--- src/rtl/pipe_hazard_ctrl_pkg.sv ---
// rtl/pipe_hazard_ctrl_pkg.sv - shared pipeline package: hazard FSM encodings and MDU defaults
//
// Contents:
//   pipe_state_e             hazard controller state encoding (2 bits)
//   PIPE_MDU_CYCLES_DEFAULT  default EX-stage stall length for multiply/divide
//   PIPE_MDU_CNT_W           width of the MDU wait down-counter
//   PIPE_REG_W               register specifier width
package pipe_hazard_ctrl_pkg;

    typedef enum logic [1:0] {
        ST_RUN      = 2'b00,
        ST_MDU_WAIT = 2'b01,
        ST_RSVD_2   = 2'b10,
        ST_RSVD_3   = 2'b11
    } pipe_state_e;

    localparam int unsigned PIPE_MDU_CYCLES_DEFAULT = 32;
    localparam int unsigned PIPE_MDU_CNT_W          = 6;
    localparam int unsigned PIPE_REG_W              = 5;

endpackage

--- src/rtl/pipe_sat_counter.sv ---
// rtl/pipe_sat_counter.sv - 32-bit saturating event counter with enable
//
// Ports:
//   in_clk     clock, counts on posedge
//   in_rst     asynchronous active-high reset, clears the count
//   in_en      count this edge
//   out_count  current count, holds at all-ones
module pipe_sat_counter (
    input  logic        in_clk,
    input  logic        in_rst,
    input  logic        in_en,
    output logic [31:0] out_count
);

    logic [31:0] count_q;
    logic [31:0] count_d;

    always_comb begin
        count_d = count_q;
        if (in_en && (count_q != 32'hFFFF_FFFF)) begin
            count_d = count_q + 32'd1;
        end
    end

    always_ff @(posedge in_clk or posedge in_rst) begin
        if (in_rst) begin
            count_q <= 32'd0;
        end else begin
            count_q <= count_d;
        end
    end

    assign out_count = count_q;

endmodule

--- src/rtl/pipe_hazard_ctrl.sv ---
// rtl/pipe_hazard_ctrl.sv - load-use / multiply-divide hazard controller for a 5-stage pipeline
//
// Ports:
//   in_clk, in_rst            clock, asynchronous active-high reset
//   in_id_rs, in_id_rt        source register fields of the instruction in ID
//   in_id_use_rs, in_id_use_rt  ID instruction actually reads rs / rt
//   in_ex_load, in_ex_rd      EX instruction is a load, and its destination
//   in_branch                 taken branch/jump resolved in ID
//   in_mdu_start              multiply/divide enters EX
//   out_pc_stall              hold PC
//   out_if_id_stall           hold IF/ID
//   out_if_id_flush           zero IF/ID (branch), suppressed by a stall
//   out_id_ex_bubble          insert NOP into ID/EX
//   out_state                 current FSM state
//   out_stall_count           saturating count of stalled cycles since reset
module pipe_hazard_ctrl
    import pipe_hazard_ctrl_pkg::*;
#(
    parameter int unsigned MDU_CYCLES = PIPE_MDU_CYCLES_DEFAULT
) (
    input  logic        in_clk,
    input  logic        in_rst,
    input  logic [4:0]  in_id_rs,
    input  logic [4:0]  in_id_rt,
    input  logic        in_id_use_rs,
    input  logic        in_id_use_rt,
    input  logic        in_ex_load,
    input  logic [4:0]  in_ex_rd,
    input  logic        in_branch,
    input  logic        in_mdu_start,
    output logic        out_pc_stall,
    output logic        out_if_id_stall,
    output logic        out_if_id_flush,
    output logic        out_id_ex_bubble,
    output logic [1:0]  out_state,
    output logic [31:0] out_stall_count
);

    // Loading MDU_CYCLES-1 and leaving on the edge where the counter is zero
    // yields exactly MDU_CYCLES cycles spent in MDU_WAIT.
    localparam logic [PIPE_MDU_CNT_W-1:0] MDU_LOAD = PIPE_MDU_CNT_W'(MDU_CYCLES - 1);

    pipe_state_e                state_q;
    logic [PIPE_MDU_CNT_W-1:0]  mdu_cnt_q;

    logic in_run;
    logic in_wait;
    logic rs_match;
    logic rt_match;
    logic load_hazard;
    logic stall;

    assign in_run   = (state_q == ST_RUN);
    assign in_wait  = (state_q == ST_MDU_WAIT);
    assign rs_match = in_id_use_rs && (in_id_rs == in_ex_rd);
    assign rt_match = in_id_use_rt && (in_id_rt == in_ex_rd);

    // $0 is hardwired zero, so a load "writing" it never creates a dependency.
    assign load_hazard = in_run && in_ex_load && (in_ex_rd != 5'd0) && (rs_match || rt_match);

    // Unused encodings assert nothing; they only last one cycle.
    assign stall            = in_wait || load_hazard;
    assign out_pc_stall     = stall;
    assign out_if_id_stall  = stall;
    assign out_id_ex_bubble = load_hazard;
    assign out_if_id_flush  = in_branch && !stall;
    assign out_state        = state_q;

    // A coincident load hazard only affects the outputs above; the MDU
    // start is still accepted from RUN.
    always_ff @(posedge in_clk or posedge in_rst) begin
        if (in_rst) begin
            state_q   <= ST_RUN;
            mdu_cnt_q <= '0;
        end else begin
            case (state_q)
                ST_RUN: begin
                    if (in_mdu_start) begin
                        state_q   <= ST_MDU_WAIT;
                        mdu_cnt_q <= MDU_LOAD;
                    end
                end
                ST_MDU_WAIT: begin
                    if (mdu_cnt_q == '0) begin
                        state_q <= ST_RUN;
                    end else begin
                        mdu_cnt_q <= mdu_cnt_q - 1'b1;
                    end
                end
                default: begin
                    state_q   <= ST_RUN;
                    mdu_cnt_q <= '0;
                end
            endcase
        end
    end

    pipe_sat_counter u_stall_cnt (
        .in_clk    (in_clk),
        .in_rst    (in_rst),
        .in_en     (out_if_id_stall),
        .out_count (out_stall_count)
    );

endmodule

--- config.mk ---
export PLATFORM = sky130hd
export DESIGN_NAME = pipe_hazard_ctrl
export DESIGN_NICKNAME = d
export VERILOG_FILES = /design/src/rtl/pipe_hazard_ctrl_pkg.sv /design/src/rtl/pipe_sat_counter.sv /design/src/rtl/pipe_hazard_ctrl.sv
export SDC_FILE = /design/constraint.sdc
export NUM_CORES = 1
export LEC_CHECK = 0
export ABC_CLOCK_PERIOD_IN_PS = 6000
export CORE_MARGIN = 1
export CORE_UTILIZATION = 52
export CTS_BUF_LIST = sky130_fd_sc_hd__clkbuf_4 sky130_fd_sc_hd__clkbuf_8 sky130_fd_sc_hd__clkbuf_16
export DETAILED_ROUTE_END_ITERATION = 8
export PLACE_DENSITY = 0.82
export SYNTH_ARGS = -nofsm -noshare
export SYNTH_HDL_FRONTEND = slang
export SYNTH_SLANG_ARGS = --single-unit
--- constraint.sdc ---
create_clock -name in_clk -period 6 [get_ports in_clk]
set_input_delay 1.2 -clock in_clk [delete_from_list [all_inputs] [get_ports in_clk]]
set_output_delay 1.2 -clock in_clk [all_outputs]
set_load 0.005 [all_outputs]
# Yosys cells after proc, flatten, opt, wreduce, memory -nomap -nowiden
# Index checks and enable logic that the tools add are counted.
# word_totals
ff_bits,40
inputBits,22
output_inout_bits,38
# classes
addsub,2
eq_ne,7
mux,6
reduce_logical,15
# op_table
operator,count
$add A32 B1 Y32 const B,1
$ne A32 B32 Y1 const B,1
$mux W6,2
$pmux W6 S2,1
$eq A5 B5 Y1,2
$logic_and A1 B1 Y1,7
$logic_not A6 Y1,1
$sub A6 B1 Y6 const B,1
$reduce_bool A5 Y1,1
$mux W2,2
$ne A2 B2 Y1 const B,2
$pmux W2 S2,1
$reduce_and A2 Y1,2
$eq A2 B1 Y1 const B,1
$logic_not A2 Y1,1
$logic_or A1 B1 Y1,2
$ne A2 B1 Y1 const B,1
$logic_not A1 Y1,1

# Longest topological paths before layout
# Gate-level depths: netlist of the first run.
# depth
depth_word,7
depth_mapped,8
mapped_depth_nobuf,8

# Cells and area by module
# From an unflattened synthesis of the first run, not the netlist that was laid out.
# unflattened
hier_cells,200
hier_area_um2,2115.8
# by_module_without_submodules
module,n_inst,cells_each,area_per_inst_um2,seq_area_each_um2
pipe_sat_counter,1,139,1561.5,800.8
pipe_hazard_ctrl,1,61,554.3,175.2

# Worst setup path after synthesis of the first run
# OpenSTA, ideal clock, no wires.
# synth_timing
path_type,input -> output
startpoint,input port in_ex_rd[1]
endpoint,output port out_pc_stall
arrival_ns,2.383
setup_slack_ns,2.417
path_stages,5
cell_sequence,or4_4 -> o21a_4 -> a21oi_4 -> inv_1 -> buf_4
# synth_via
elab_chain_len,5
word_cells_on_any_way,9
cone_classes,eq/ne (2); reduce/logical (7)
# synth_rtl
item,line,rtl
"start, declared",pipe_hazard_ctrl.sv:28,"input logic [4:0] in_ex_rd,"
$eq A5 B5 Y1 (on tied branches),"pipe_hazard_ctrl.sv:55, pipe_hazard_ctrl.sv:56",
$logic_and A1 B1 Y1 (on tied branches),"pipe_hazard_ctrl.sv:55, pipe_hazard_ctrl.sv:56",
$logic_or A1 B1 Y1,pipe_hazard_ctrl.sv:59,assign load_hazard = in_run && in_ex_load && (in_ex_rd != 5'd0) && (rs_match || rt_match);
$logic_and A1 B1 Y1 *,pipe_hazard_ctrl.sv:59,
$logic_or A1 B1 Y1 *,pipe_hazard_ctrl.sv:62,assign stall = in_wait || load_hazard;
"end, declared",pipe_hazard_ctrl.sv:31,"output logic out_pc_stall,"
# Mark *: on every way between the ends. The rest lies on a longest branch, timed or not.

# Worst setup path after layout of the first run
# layout_timing
startpoint,input port in_ex_rd[1]
endpoint,output port out_if_id_flush
# layout_via
elab_chain_len,7
word_cells_on_any_way,11
cone_classes,eq/ne (2); reduce/logical (9)
# layout_rtl
item,line,rtl
$eq A5 B5 Y1 (on tied branches),"pipe_hazard_ctrl.sv:55, pipe_hazard_ctrl.sv:56",
$logic_and A1 B1 Y1 (on tied branches),"pipe_hazard_ctrl.sv:55, pipe_hazard_ctrl.sv:56",
$logic_or A1 B1 Y1,pipe_hazard_ctrl.sv:59,
$logic_and A1 B1 Y1 *,pipe_hazard_ctrl.sv:59,
$logic_or A1 B1 Y1 *,pipe_hazard_ctrl.sv:62,
$logic_not A1 Y1 *,pipe_hazard_ctrl.sv:66,assign out_if_id_flush = in_branch && !stall;
$logic_and A1 B1 Y1 *,pipe_hazard_ctrl.sv:66,
"end, declared",pipe_hazard_ctrl.sv:33,"output logic out_if_id_flush,"
# Marked as above.

==> metrics.cfg, run 1 <==
[run_status]
outcome = complete, no violations

[die]
start_util_pct = 55.23
core-area_mm2 = 0.004058
die_y_um = 67.65
ios = 60
die_area_mm2 = 0.004576
die_w_um = 67.65
rows = 23

[drt]
met1_length_um = 2030
wl_met3_um = 171
postRouteAntennaNets = 0
vias = 1753
wl_met2_um = 2418
maxUsedRoutingLayer = met4
wl_per_cell_um = 14.42
via_per_inst = 5.394
drt_pass1_iterations = 4
wl_um = 4686
drcViolationCount = 0
drt-initial-drc-count = 95

[cts]
cts_tree = yes
clkLatencyLatePin_ns = 0.30
cts_root_buffer = clkbuf_8
cts_buffers = 5
cts.htree.levels = 2
cts_buffer_depth = 2
post_cts_buffers = 0
hold_buffers = 0
clk_pin_slew_ns = 0.07
clkSinkCount = 39
cts_resized = 0

[logic_synthesis]
syn_avg_cell_area_um2 = 10.42
netlist_instances = 215
ys_ff_latch = 39
synth.area.top_cells = dfrtp_1 (44%), xor2_1 (11%), xnor2_1 (5.9%), nand2_1 (4.5%), nor3_2 (3.6%)
yosysSeqAreaShare_pct = 43.55
synth_edf_count = 0
synth_flop_cell = dfrtp_1
yosysTopAreaCell = dfrtp_1
syn_area_mm2 = 0.002241
ys_types = 44
synth-async-reset-ratio_pct = 100.0
yosys_warnings = 0
synth_top_area_share_pct = 43.55
syn-num-nets = 240

[setup_path]
cpLargestDelayFamily = buffers and inverters
worstPathArrival_ns = 3.43
cpPeakStageDelay_ns = 0.57
worst_path_max_delay_cell = or4_4
worstPathCellList = clkdlybuf4s50_1 -> or4_4 -> o21a_4 -> a21oi_4 -> and2_2 -> clkdlybuf4s50_1
cp-end-kind = output port
regToRegSetupSlack_ns = 3.83
worstPathRequired_ns = 4.80
ff2ff_path_depth = 7
crit_cells = 6
r2r-start = u_stall_cnt.out_count[0]
r2r-end = u_stall_cnt.out_count[21]
worstSetupPathType = input port to output port
crit_top_cell = clkdlybuf4s50_1
start_kind = input port
crit_buf_inv = 2
critical_path_peak_fanout = 7

[layout]
multi_input_area_mm2 = 0.001181
fin_nets = 299
antennaDiodeCount = 0
synthToLayoutAreaGrowth_pct = 32.55
fill_cells = 313
layout.cells.non_filler = 325
drive_gt1_share_pct = 12.36
seq_area_um2 = 975.9

[run]
drv_cap = 0

[min_path]
hold_path_class = flop to flop
min_to = u_stall_cnt.out_count[27]
hold_depth = 1
holdCritStartpoint = u_stall_cnt.out_count[27]

[sta]
min_period_ns = 4.633
timing.setup.tns_ns = 0
tightest_slew_ns = 0.5150
fin_skew_ns = 0.007544
setup_viol = 0
period_share_pct = 77.22
slew-limit-headroom_pct = 65.30
layout_setup_ws_ns = 1.367
max_freq_mhz = 215.8
finalHoldViolCount = 0
rsz0062_at_grt = no
slew_viol_final = 0

[global_routing]
grt_overflow = 0
grt_max_degree = 40
grt_pass1_vias = 1716
grt_pass1_wl_um = 7893
antenna_found_initial = 0
track_usage_pct = 23.57

[placement]
numPortBuffers = 58
post-dp-hpwl_um = 3418
place_ws_ns = 1.383
dp_cells = 317
gp_congestion = 0.8116

[pwr]
p_leak_uw = 0.001295
powerDensity_mw_per_mm2 = 188.4
peakVddDrop_v = 0.0001501

## registers in the layout, summed over array words and instances (netlist names)
register	count
out_state	1
u_stall_cnt.out_count	32
mdu_cnt_q	6
## cells in the mapped netlist (all sizes together) (3+ instances only)
| cell type | n |
|---|---|
| nand2 | 28 |
| nor3 | 14 |
| nor4 | 8 |
| xor2 | 27 |
| buf | 5 |
| mux2 | 3 |
| xnor2 | 15 |
| nor2 | 15 |
| nand4 | 12 |
| dfrtp | 39 |
| and2 | 3 |
| ha | 3 |
| and3 | 3 |
| inv | 7 |
| o21ai | 4 |
| nand3 | 10 |
## placed cells by master (no fill, tap or decap), types with 7 or more instances in the layout
cell              n
clkdlybuf4s50_1  58
dfrtp_1          39
nand2_1          27
xor2_1           27
xnor2_1          15
nor2_1           14
nand3_1          10
nand4_1           9
nor3_2            8
inv_1             7
## worst max path at each step
stage | start | end | slack [ns]
after global placement | in_ex_rd[1] | out_if_id_flush | 1.44
after CTS | in_ex_rd[1] | out_if_id_flush | 1.38
after floorplan | in_ex_rd[1] | out_pc_stall | 2.42
after detailed placement | in_ex_rd[1] | out_if_id_flush | 1.38
after global routing | in_ex_rd[1] | out_if_id_flush | 1.30
final | in_ex_rd[1] | out_if_id_flush | 1.37
## power by group
part           switching (µW)  total [µW]  internal [µW]
logic                    13.3        32.1           18.8
clock network            93.5         264            171
registers               0.355         263            263
## final cells by class
type / instances / area share (%)
clock inverters: 2 / 2.022
repair buffers: 59 / 19.80
inverters: 7 / 0.8846
clock buffers: 6 / 2.570
multi-input cells: 162 / 39.76
flip-flops and latches: 39 / 32.86
well taps: 50 / 2.106
## stage by stage
step | total power [µW] | hold slack [ns] | utilization [%] | cell area (µm²)
final | 559.5 | 0.4948 | 73.20 | 2970
after detailed placement | 301.1 | 0.4855 | 69.84 | 2834
after CTS | 565.4 | 0.4976 | 73.20 | 2970
after global placement | 300.5 | 0.4773 | 69.84 | 2834
after global routing | 580.4 | 0.5335 | 73.20 | 2970
after floorplan | 281.9 | 0.4481 | - | 2241
## layer usage
layer,global-route usage (%),up-vias
li1,-,854
met1,28.98,856
met2,38.86,37
met3,6.250,6
met4,9.309,0
met5,0,-
## cells by family after synthesis
group / share of synthesized area, %
muxes: 1.843
DFF: 43.55
and+or+nand+nor: 28.36
buffers and inverters: 3.740
xor gates and xnor gates: 16.42
adders and majority gates: 1.675
AOI/OAI and AO/OA: 4.244
other: 0.1673
(Power assumes the default switching activity.)
==> run 2: changes to the inputs <==
Settings changed: ABC_CLOCK_PERIOD_IN_PS 6000 to 3800, CORE_UTILIZATION 52 to 44, PLACE_DENSITY 0.82 to 0.74.
Clock period 6 ns to 3.8 ns, I/O delays scaled along.
==> metrics.cfg, run 2 (same netlist as run 1, synthesis figures left out) <==
[die]
die_w_um = 73.37  ; +8.5%
die_area_mm2 = 0.005382  ; +18%
ios = 60  ; unchanged
die_y_um = 73.37  ; +8.5%
core-area_mm2 = 0.004817  ; +19%
rows = 25  ; +8.7%
start_util_pct = 46.52  ; -8.7 points

[placement]
gp_congestion = 0.8366  ; +3.1%
post-dp-hpwl_um = 3557  ; +4.1%
numPortBuffers = 58  ; unchanged

[sta]
timing.setup.tns_ns = 0  ; unchanged
fin_skew_ns = 0.009689  ; +0.002144 ns
holdWs_ns = 0.4867  ; -0.008140 ns
tightest_slew_ns = 0.5032  ; -0.01185 ns
max_freq_mhz = 280.1
finalHoldViolCount = 0  ; unchanged
slew-limit-headroom_pct = 66.10  ; +0.80 points
rsz0062_at_grt = no
setup_viol = 0  ; unchanged
min_period_ns = 3.570
period_share_pct = 93.94
slew_viol_final = 0  ; unchanged

[min_path]
hold_path_class = flop to flop

[cts]
post_cts_buffers = 0  ; unchanged
clk_pin_slew_ns = 0.07  ; about the same
clkLatencyLatePin_ns = 0.29  ; about the same
cts_buffers = 5  ; unchanged
clkSinkCount = 39  ; unchanged
cts_root_buffer = clkbuf_8
cts_tree = yes
hold_buffers = 0  ; unchanged
cts_resized = 0  ; unchanged
cts_buffer_depth = 2  ; unchanged
cts.htree.levels = 2  ; unchanged

[global_routing]
grt_pass1_vias = 1698  ; -1.0%
grt_max_degree = 40  ; unchanged
antenna_found_initial = 0  ; unchanged
grt_overflow = 0  ; unchanged
track_usage_pct = 19.58  ; -4.0 points
grt_pass1_wl_um = 7962  ; +0.87%

[pwr]
p_leak_uw = 0.001276  ; -1.4%
peakVddDrop_v = 0.0001651  ; +10%
powerDensity_mw_per_mm2 = 254.5  ; +35%

[setup_path]
crit_end = out_if_id_flush
worstPathArrival_ns = 2.81  ; -0.62 ns
crit_start = in_ex_rd[1]
worstPathRequired_ns = 3.04  ; -1.76 ns
worst_path_max_delay_cell = or4_4
ff2ff_path_depth = 7  ; unchanged
critical_path_peak_fanout = 3  ; -4
r2r-start = u_stall_cnt.out_count[0]
regToRegSetupSlack_ns = 1.62  ; -2.21 ns
crit_top_cell = clkdlybuf4s50_1
start_kind = input port
worstSetupPathType = input port to output port
cp-end-kind = output port
r2r-end = u_stall_cnt.out_count[19]
cpPeakStageDelay_ns = 0.56  ; about the same
worstPathCellList = clkdlybuf4s50_1 -> or4_4 -> o21a_4 -> a21oi_4 -> and2_2 -> clkdlybuf4s50_1

[drt]
drt-initial-drc-count = 115  ; +21%
postRouteAntennaNets = 0  ; unchanged
wl_um = 4819  ; +2.8%
drcViolationCount = 0  ; unchanged
wl_per_cell_um = 14.05  ; -2.6%
via_per_inst = 5.105  ; -5.4%
vias = 1751  ; -0.11%
drt_pass1_iterations = 4  ; unchanged

[run_status]
outcome = complete, no violations

[layout]
fin_nets = 300  ; +0.33%
antennaDiodeCount = 0  ; unchanged
layout_commonest_cell = clkdlybuf4s50_1
final_cell_mix = clkdlybuf4s50_1 (58), dfrtp_1 (39), nand2_1 (27), xor2_1 (27), xnor2_1 (15)
largest_register_ffs = 32  ; unchanged
drive_gt1_share_pct = 12.68  ; +0.32 points
synthToLayoutAreaGrowth_pct = 31.71
fill_cells = 446  ; +42%

[run]
drv_cap = 0  ; unchanged

## run 2: changes by cell type in the layout (fill, tap and decap cells not counted), sizes merged
cell and change:
clkinv +1, buf +1, bufinv -2, clkinvlp +1
## run 2: layout make-up
| type | instances | area, µm² | area share, % |
|---|---|---|---|
| multi-input cells | 162 | 1181 | 40.02 |
| flip-flops and latches | 39 | 975.9 | 33.06 |
| repair buffers | 60 | 595.6 | 20.18 |
| well taps | 67 | 83.83 | 2.840 |
| clock buffers | 6 | 76.32 | 2.586 |
| inverters | 7 | 26.28 | 0.8902 |
| clock inverters | 2 | 12.51 | 0.4239 |
## run 2: critical path: cells and delay by family
kind,cells,cell delay (ns)
buf+inv,2,0.97
simple gates,2,0.71
compound gates,2,0.37
## run 2: worst min-delay path by stage
stage | start | to | slack [ns] | cells after the start
6_report | mdu_cnt_q[5] | mdu_cnt_q[5] | 0.49 | 1
5_1_grt | u_stall_cnt.out_count[27] | u_stall_cnt.out_count[27] | 0.52 | 1
4_1_cts | mdu_cnt_q[5] | mdu_cnt_q[5] | 0.49 | 1
3_5_place_dp | mdu_cnt_q[5] | mdu_cnt_q[5] | 0.47 | 1
3_3_place_gp | mdu_cnt_q[5] | mdu_cnt_q[5] | 0.47 | 1
2_1_floorplan | mdu_cnt_q[5] | mdu_cnt_q[5] | 0.45 | 1
## run 2: routing by layer
layer | track usage (%) | part of all wire, %
met1 | 25.46 | 46
met2 | 30.97 | 49
met3 | 4.801 | 3.7
met4 | 8.761 | 1.1
met5 | 0 | 0
## run 2: power by group
part           switching [µW]  leakage [µW]  internal, µW
Combinational            21.1      0.000747          29.7
Sequential              0.567      0.000484           415
Clock                     149     0.0000446           136
## run 2: through the flow
| stage | std cells | total power, µW | utilization (%) | instance area, µm² | setup WS [ns] |
|---|---|---|---|---|---|
| global route | 343 | 780.4 | 61.27 | 2952 | 0.1862 |
| floorplan | 215 | 445.1 | - | 2241 | 1.097 |
| CTS | 343 | 761.9 | 61.27 | 2952 | 0.2180 |
| global placement | 335 | 475.2 | 59.43 | 2863 | 0.2447 |
| finish | 343 | 751.1 | 61.27 | 2952 | 0.2301 |
| detailed placement | 335 | 475.6 | 59.43 | 2863 | 0.2189 |
==> run 3: changes to the inputs <==
Settings changed: ABC_AREA from default to 1, CORE_UTILIZATION 44 to 47, PLACE_DENSITY 0.74 to 0.75.
==> metrics.cfg, run 3 <==
[run_status]
outcome = complete, no violations

[setup_path]
worstPathCellList = clkdlybuf4s50_1 -> inv_1 -> nand2_1 -> nand2_1 -> nor2_1 -> nand3_1 -> nand2_1 -> nand2_1 -> nand2_2 -> clkdlybuf4s50_1
cpLargestDelayFamily = buffers and inverters
worst_path_max_delay_cell = clkdlybuf4s50_1
regToRegSetupSlack_ns = 1.45  ; -0.17 ns
worstPathRequired_ns = 3.04  ; about the same
critical_path_peak_fanout = 4  ; +1
crit_top_cell = nand2_1
start_kind = input port
crit_buf_inv = 3  ; +1
cpPeakStageDelay_ns = 0.54  ; -0.02 ns
worstSetupPathType = input port to output port
cp-end-kind = output port
worstPathArrival_ns = 2.39  ; -0.42 ns

[drt]
wl_per_cell_um = 12.03  ; -14%
postRouteAntennaNets = 0  ; unchanged
vias = 2772  ; +58%
drt_pass1_iterations = 4  ; unchanged
wl_um = 6714  ; +39%
via_per_inst = 4.968  ; -2.7%
drt-initial-drc-count = 170  ; +48%
drcViolationCount = 0  ; unchanged

[cts]
hold_buffers = 0  ; unchanged
cts_tree = yes
cts_root_buffer = clkbuf_8
clkLatencyLatePin_ns = 0.30  ; about the same
cts.htree.levels = 2  ; unchanged
post_cts_buffers = 0  ; unchanged
cts_buffer_depth = 2  ; unchanged
cts_resized = 0  ; unchanged
cts_buffers = 5  ; unchanged
clkSinkCount = 39  ; unchanged
clk_pin_slew_ns = 0.08  ; about the same

[sta]
tightest_slew_ns = 0.7936  ; +0.2905 ns
period_share_pct = 82.88  ; -11 points
holdWs_ns = 0.5357  ; +0.04902 ns
slew-limit-headroom_pct = 47.03  ; -19 points
rsz0062_at_grt = no
fin_skew_ns = 0.004477  ; -0.005212 ns
slew_viol_final = 0  ; unchanged
max_freq_mhz = 317.5  ; +13%
setup_viol = 0  ; unchanged
finalHoldViolCount = 0  ; unchanged
min_period_ns = 3.150  ; -0.4203 ns
timing.setup.tns_ns = 0  ; unchanged

[min_path]
hold_path_class = flop to flop

[layout]
largest_register_ffs = 32  ; unchanged
final_cell_mix = nand2_1 (176), clkdlybuf4s50_1 (58), nor2_1 (56)
antennaDiodeCount = 0  ; unchanged
final_core_util_pct = 62.57  ; +1.3 points
layout_commonest_cell = nand2_1
fin_nets = 510  ; +70%
drive_gt1_share_pct = 8.230  ; -4.5 points
synthToLayoutAreaGrowth_pct = 25.24

[global_routing]
track_usage_pct = 24.39  ; +4.8 points
grt_pass1_wl_um = 12020  ; +51%
grt_overflow = 0  ; unchanged
grt_pass1_vias = 2626  ; +55%
grt_max_degree = 44  ; +10%
antenna_found_initial = 0  ; unchanged

[logic_synthesis]
syn_area_mm2 = 0.002835  ; +27%
yosys_warnings = 0  ; unchanged
ys_types = 27  ; -39%
synth_flop_cell = dfrtp_1
yosysTopAreaCell = dfrtp_1
netlist_instances = 430  ; +100%
yosysSeqAreaShare_pct = 34.42  ; -9.1 points
synth.cells.most_frequent = nand2_1 (176), nor2_1 (56), inv_1 (40)
synth_edf_count = 0  ; unchanged
synth.area.top_cells = dfrtp_1 (34%), nand2_1 (23%), nor2_1 (7.4%), nand3_1 (6.9%), inv_1 (5.3%)
ys_ff_latch = 39  ; unchanged
syn-num-nets = 455  ; +90%
yosysMostFrequentCell = nand2_1
synth_top_area_share_pct = 34.42  ; -9.1 points
syn_avg_cell_area_um2 = 6.594  ; -37%
synth-async-reset-ratio_pct = 100.0  ; unchanged

[pwr]
powerDensity_mw_per_mm2 = 395.6  ; +55%
peakVddDrop_v = 0.0002236  ; +35%
p_leak_uw = 0.001757  ; +38%

[placement]
gp_congestion = 0.9001  ; +7.6%
post-dp-hpwl_um = 5218  ; +47%
numPortBuffers = 58  ; unchanged

[die]
die_area_mm2 = 0.006347  ; +18%
die_y_um = 79.67  ; +8.6%
rows = 27  ; +8.0%
ios = 60  ; unchanged
die_w_um = 79.67  ; +8.6%
start_util_pct = 49.96  ; +3.4 points
core-area_mm2 = 0.005675  ; +18%

[run]
drv_cap = 0  ; unchanged

==> run 3: changes by cell type after synthesis, sizes merged, moves of 11 or more <==
cell / change
nor3: -11
inv: +40
nand3: +40
xor2: -17
nand2: +153
nor2: +46
==> run 3: logic make-up after synthesis <==
group	after synthesis	synth area share, %
AND/OR/NAND/NOR	308	48.85
flip-flops	39	34.42
AO/OA/AOI/OAI	3	0.6179
adder cells (fa/ha/maj)	3	1.324
XOR/XNOR	16	4.942
other	1	0.1323
multiplexers	1	0.3971
buffers and inverters	59	9.311
==> run 3: path summary, 6_finish.rpt <==
check                      depth (start not counted)                   endpoint                     start
max                                               10            out_if_id_stall               in_ex_rd[4]
min                                                2               mdu_cnt_q[4]              mdu_cnt_q[4]
max reg2reg                                        9   u_stall_cnt.out_count[2]  u_stall_cnt.out_count[0]
min reg2reg                                        2               mdu_cnt_q[4]              mdu_cnt_q[4]
max in group asynchronous                          3  u_stall_cnt.out_count[19]                    in_rst
min in group asynchronous                          2               mdu_cnt_q[3]                    in_rst
==> run 3: tightest hold or removal path: cells and delay by family (launching register included) <==
kind | cells | cell delay (ns)
flops | 1 | 0.37
simple gates | 2 | 0.13
==> run 3: report_power, final <==
group / switching, µW / internal, µW
logic: 249 / 226
registers: 77.3 / 487
clock network: 153 / 213
==> run 3: final cells by class <==
class / instances / area [µm²]
Clock buffer: 6 / 82.58
Clock inverter: 2 / 35.03
Fill cell: 539 / 2125
Inverter: 47 / 176.4
Multi-Input combinational cell: 332 / 1595
Sequential cell: 39 / 975.9
Tap cell: 72 / 90.09
Timing Repair Buffer: 60 / 595.6
==> run 3: through the flow <==
| step | std cells | worst slack, ns | total power (µW) | area, µm² |
|---|---|---|---|---|
| 2_1_floorplan | 430 | 1.408 | 881.1 | 2835 |
| 3_3_place_gp | 550 | 0.6658 | 1035 | 3433 |
| 3_5_place_dp | 550 | 0.6432 | 1053 | 3433 |
| 4_1_cts | 558 | 0.6338 | 1417 | 3551 |
| 5_1_grt | 558 | 0.5035 | 1517 | 3551 |
| 6_report | 558 | 0.6505 | 1405 | 3551 |
==> run 3: metal layers <==
layer  routed length, µm  vias to the layer above  global-route usage (%)
met5                   0                        -                       0
met4                 131                        0                   6.000
met3                 243                       12                   5.029
met2                3249                       59                   40.85
met1                3089                     1269                   31.88
li1                    -                     1432                       -
